File: config.mk
export PLATFORM = sky130hd
export DESIGN_NAME = processor_datapath
export DESIGN_NICKNAME = d
export VERILOG_FILES = /design/src/rtl/processor_datapath.sv
export SDC_FILE = /design/constraint.sdc
export NUM_CORES = 1
export LEC_CHECK = 0
export BUFFER_PORTS_ARGS = -buffer_cell sky130_fd_sc_hd__clkbuf_2
export CAP_MARGIN = 20
export CORE_MARGIN = 2
export CORE_UTILIZATION = 55
export DETAILED_ROUTE_END_ITERATION = 16
export GPL_TIMING_DRIVEN = 0
export PLACE_DENSITY_LB_ADDON = 0.3
export SYNTH_ARGS = -nofsm -noshare
export SYNTH_HDL_FRONTEND = slang
export SYNTH_SLANG_ARGS = --single-unit
File: constraint.sdc
create_clock -name Clock -period 5.86 [get_ports Clock]
set_clock_uncertainty 0.2 [all_clocks]
set_input_delay 0.586 -clock Clock [delete_from_list [all_inputs] [get_ports Clock]]
set_output_delay 0.586 -clock Clock [all_outputs]
set_load 0.02 [all_outputs]
File: src/rtl/processor_datapath.sv
// processor_datapath: 10-bit bus, register file, ALU A/G, IR and timestep counter driven by the controller's control word.
module processor_datapath (
  input  logic       Clock,
  input  logic       Reset,
  input  logic       Step,
  input  logic [9:0] ExternalData,
  input  logic [9:0] ImmediateValue,
  input  logic [1:0] RegisterToWrite,
  input  logic [1:0] RegisterToRead,
  input  logic       WriteEnable,
  input  logic       ReadEnable,
  input  logic       ALUInputEnable,
  input  logic       ALUOutputEnable,
  input  logic       ALUToBusEnable,
  input  logic [3:0] ALUControl,
  input  logic       ExternalBusEnable,
  input  logic       InstructionRegEnable,
  input  logic       ResetTimestep,
  output logic [9:0] Bus,
  output logic [9:0] Instruction,
  output logic [1:0] CurrentTimestep,
  output logic       BusConflict
);
  logic [9:0] r [4];
  logic [9:0] a, g, ir, f;
  logic [1:0] ts;
  logic       conflict, multi;
  assign Bus = ExternalBusEnable ? ExternalData :
               ReadEnable        ? r[RegisterToRead] :
               ALUToBusEnable    ? g : ImmediateValue;
  assign multi = (ExternalBusEnable & ReadEnable) | (ExternalBusEnable & ALUToBusEnable) |
                 (ReadEnable & ALUToBusEnable);
  assign Instruction = ir;
  assign CurrentTimestep = ts;
  assign BusConflict = conflict;
  always_comb begin
    f = '0;
    case (ALUControl)
      4'b0000: f = a + Bus;
      4'b0001: f = a - Bus;
      4'b0010: f = a & Bus;
      4'b0011: f = a | Bus;
      4'b0100: f = a ^ Bus;
      4'b0101: f = ~a;
      4'b0110: f = {a[8:0], 1'b0};
      4'b0111: f = {1'b0, a[9:1]};
      4'b1000: f = Bus;
      4'b1001: f = a + 10'd1;
      4'b1010: f = a - 10'd1;
      default: f = '0;
    endcase
  end
  always_ff @(posedge Clock) begin
    if (Reset) begin
      r        <= '{default: '0};
      a        <= '0;
      g        <= '0;
      ir       <= '0;
      ts       <= '0;
      conflict <= 1'b0;
    end else begin
      if (WriteEnable) r[RegisterToWrite] <= Bus;
      if (ALUInputEnable) a <= Bus;
      if (ALUOutputEnable) g <= f;
      if (InstructionRegEnable) ir <= Bus;
      if (ResetTimestep) ts <= '0;
      else if (Step) ts <= ts + 2'd1;
      if (multi) conflict <= 1'b1;
    end
  end
endmodule

==> metrics.cfg <==
[setup_path]
cp_data_arrival_time_ps = 4760
criticalPathCategory = input port to register
startpoint_type = input port
endpoint_kind = register
crit_fanout = 10
required_ps = 5940

[finish]
area_growth_pct = 13.6
antennaDiodeCount = 0
drive_gt1_share_pct = 18.4
final_common_cell = dfxtp_1
fin_nets = 724
layout_common_cells = 73 x dfxtp_1, 68 x nor2_1, 59 x clkbuf_2

[route]
postRouteAntennaNets = 0
via_count = 4775
drt_iter0_markers = 376
via_per_inst = 6.23
routed_wl_mm = 14.3
wl_per_cell_um = 18.7
drt_first_pass_iters = 5
drc = 0

[yosys]
synth_area_leaders = dfxtp_1 30%, mux2i_1 8.2%, ha_1 7.7%, nor2_1 5.2%, nand2_1 4.4%
synth_top_area_share_pct = 30.1
ys_ff_latch = 73
synth_flop_cell = dfxtp_1
synth.yosys.seq_area_share_pct = 30.1
synth.distinct_cells = 73
yosys_warnings = 0
syn_area_um2 = 4860
synthCells = 584
synth_edf_count = 0
synth_area_leader_cell = dfxtp_1
syn_avg_cell_area_um2 = 8.33
synthArstFlopShare_pct = 0
synth_fp_nets = 654

[cts]
htreeDepth = 3
ctsHoldBuffers = 0
cts_tree = built
clock_sink_count = 73
cts-root-buf = clkbuf_8
clk_pin_slew_ps = 80
cts_max_path_buffers = 2
post-cts-setup-buffers = 0
cts_buffers = 9
cts-resized-gates = 0
clk_latency_ps = 350

[timing]
fmax_ghz = 0.214
rsz0062_at_grt = false
min_period_ps = 4680
fin_crit_sh_pct = 79.9
finalSetupViolCount = 0
worst_slew_pin_slew_ps = 1010
slew_violations = 0
final-hold-violation-count = 0
max_slew_margin_pct = 32.8
final.setup.tns_ps = 0

[die]
die_w_um = 98.0
std_cell_rows = 34
core_area_um2 = 8640
die_area_um2 = 9610
ios = 62
die_h_um = 98.0
initial_core_util_pct = 56.3

[placed_design]
portBuffers = 59
dpl.hpwl_mm = 10.9
routabilityCongestion = 0.970

[power_and_ir_drop]
vdd_drop_max_v = 0.000165
p_leak_nw = 2.26
power_density_nw_per_um2 = 249
power_w = 0.00138

[grt]
grt_first_pass_wirelength_mm = 23.2
grt_usage_pct = 30.1
grt_max_degree = 13
grt_antenna_before_repair = 0
grt-ovfl-total = 0
grt_pass1_vias = 4616

[outcome]
status = finished, final reports clean

[flow_run]
cap_violations = 0

[min_path]
hp-class = input port to register

==> critical path, cell delays in order <==
cell and delay (ps):
clkbuf_2 110, clkbuf_1 440, or2_2 230, o221a_1 160, buf_2 280, inv_1 170, ha_1 330, o21ai_0 80
a21oi_1 170, o31a_1 230, inv_2 40, ha_1 300, nand2b_4 90, a21oi_2 70, or3_4 410, a2111o_1 390
and3_4 180, or3b_1 360, o211ai_2 130
==> logic make-up (layout without fill, tap and decap cells) <==
group                    Yosys count  in the layout  synth area share (%)
AND/OR/NAND/NOR                  186            186                  18.3
AO/OA/AOI/OAI                    152            152                  21.3
buffers and inverters             74            148                  6.56
flip-flops                        73             73                  30.1
multiplexers                      55             55                  13.3
adder cells (fa/ha/maj)           32             32                  8.34
XOR/XNOR                          12             12                  2.16
==> synth_stat cells, types with 3 or more instances <==
cell	count
mux4_2	7
inv_2	6
a22oi_1	8
xor2_1	3
xnor2_1	9
nor3_1	9
and2_1	3
o21ai_1	5
mux2_2	5
nor2b_1	6
nor2_1	68
o21a_1	3
ha_1	30
o22ai_1	18
dfxtp_1	73
o221a_1	3
buf_1	4
a21oi_1	38
o22a_1	3
a221oi_1	5
o221ai_1	6
a31oi_1	3
o21ai_0	15
nand2b_1	9
nand2_1	57
mux2_1	3
a211oi_1	26
mux2i_1	40
nand3_1	8
buf_2	12
clkbuf_1	24
inv_1	23
nand4_1	3
and3_1	3
==> sequential cells by signal (all words and copies together), names as in the netlist <==
register,count
BusConflict,1
CurrentTimestep,2
Instruction,10
a,10
g,10
r,40
==> report_power, final <==
| group | internal (W) | leakage [nW] | switching [W] |
|---|---|---|---|
| Clock | 0.000279 | 0.115 | 0.000188 |
| Combinational | 0.000146 | 1.55 | 0.000223 |
| Sequential | 0.000522 | 0.597 | 0.0000197 |
| Total | 0.000947 | 2.26 | 0.000431 |
==> metrics by stage <==
| step | cell area (um2) | cells | hold WS, ps | worst slack [ps] | utilization (%) |
|---|---|---|---|---|---|
| after CTS | 5520 | 766 | 203 | 1230 | 64.0 |
| after global placement | 5290 | 751 | 239 | 941 | 61.3 |
| after floorplan | 4860 | 584 | 233 | 1480 | - |
| after global routing | 5520 | 766 | 217 | 909 | 64.0 |
| after detailed placement | 5290 | 751 | 247 | 884 | 61.3 |
| final | 5520 | 766 | 212 | 1180 | 64.0 |
==> final cells by class <==
| cell class | count | area (um2) |
|---|---|---|
| Sequential cell | 73 | 1460 |
| Clock inverter | 6 | 108 |
| Tap cell | 108 | 135 |
| Fill cell | 751 | 3110 |
| Buffer | 43 | 201 |
| Multi-Input combinational cell | 437 | 3080 |
| Clock buffer | 9 | 124 |
| Inverter | 31 | 118 |
| Timing Repair Buffer | 59 | 295 |
==> per-layer routing <==
layer	vias to the layer above	track usage [%]	part of all wire, %
met5	-	0	0
met1	2257	40.3	42
li1	2239	-	-
met4	0	11.8	3.0
met3	39	5.23	8.5
met2	240	48.6	46
==> worst paths after layout <==
path | start | to | slack (ps) | depth (start not counted)
max reg2reg | r[0] | g[9] | 1470 | 15
min reg2reg | r[4] | r[4] | 260 | 2
min | ResetTimestep | CurrentTimestep[1] | 210 | 2
max | ReadEnable | g[9] | 1180 | 19
No activity file was read; power rests on OpenSTA's default activity.
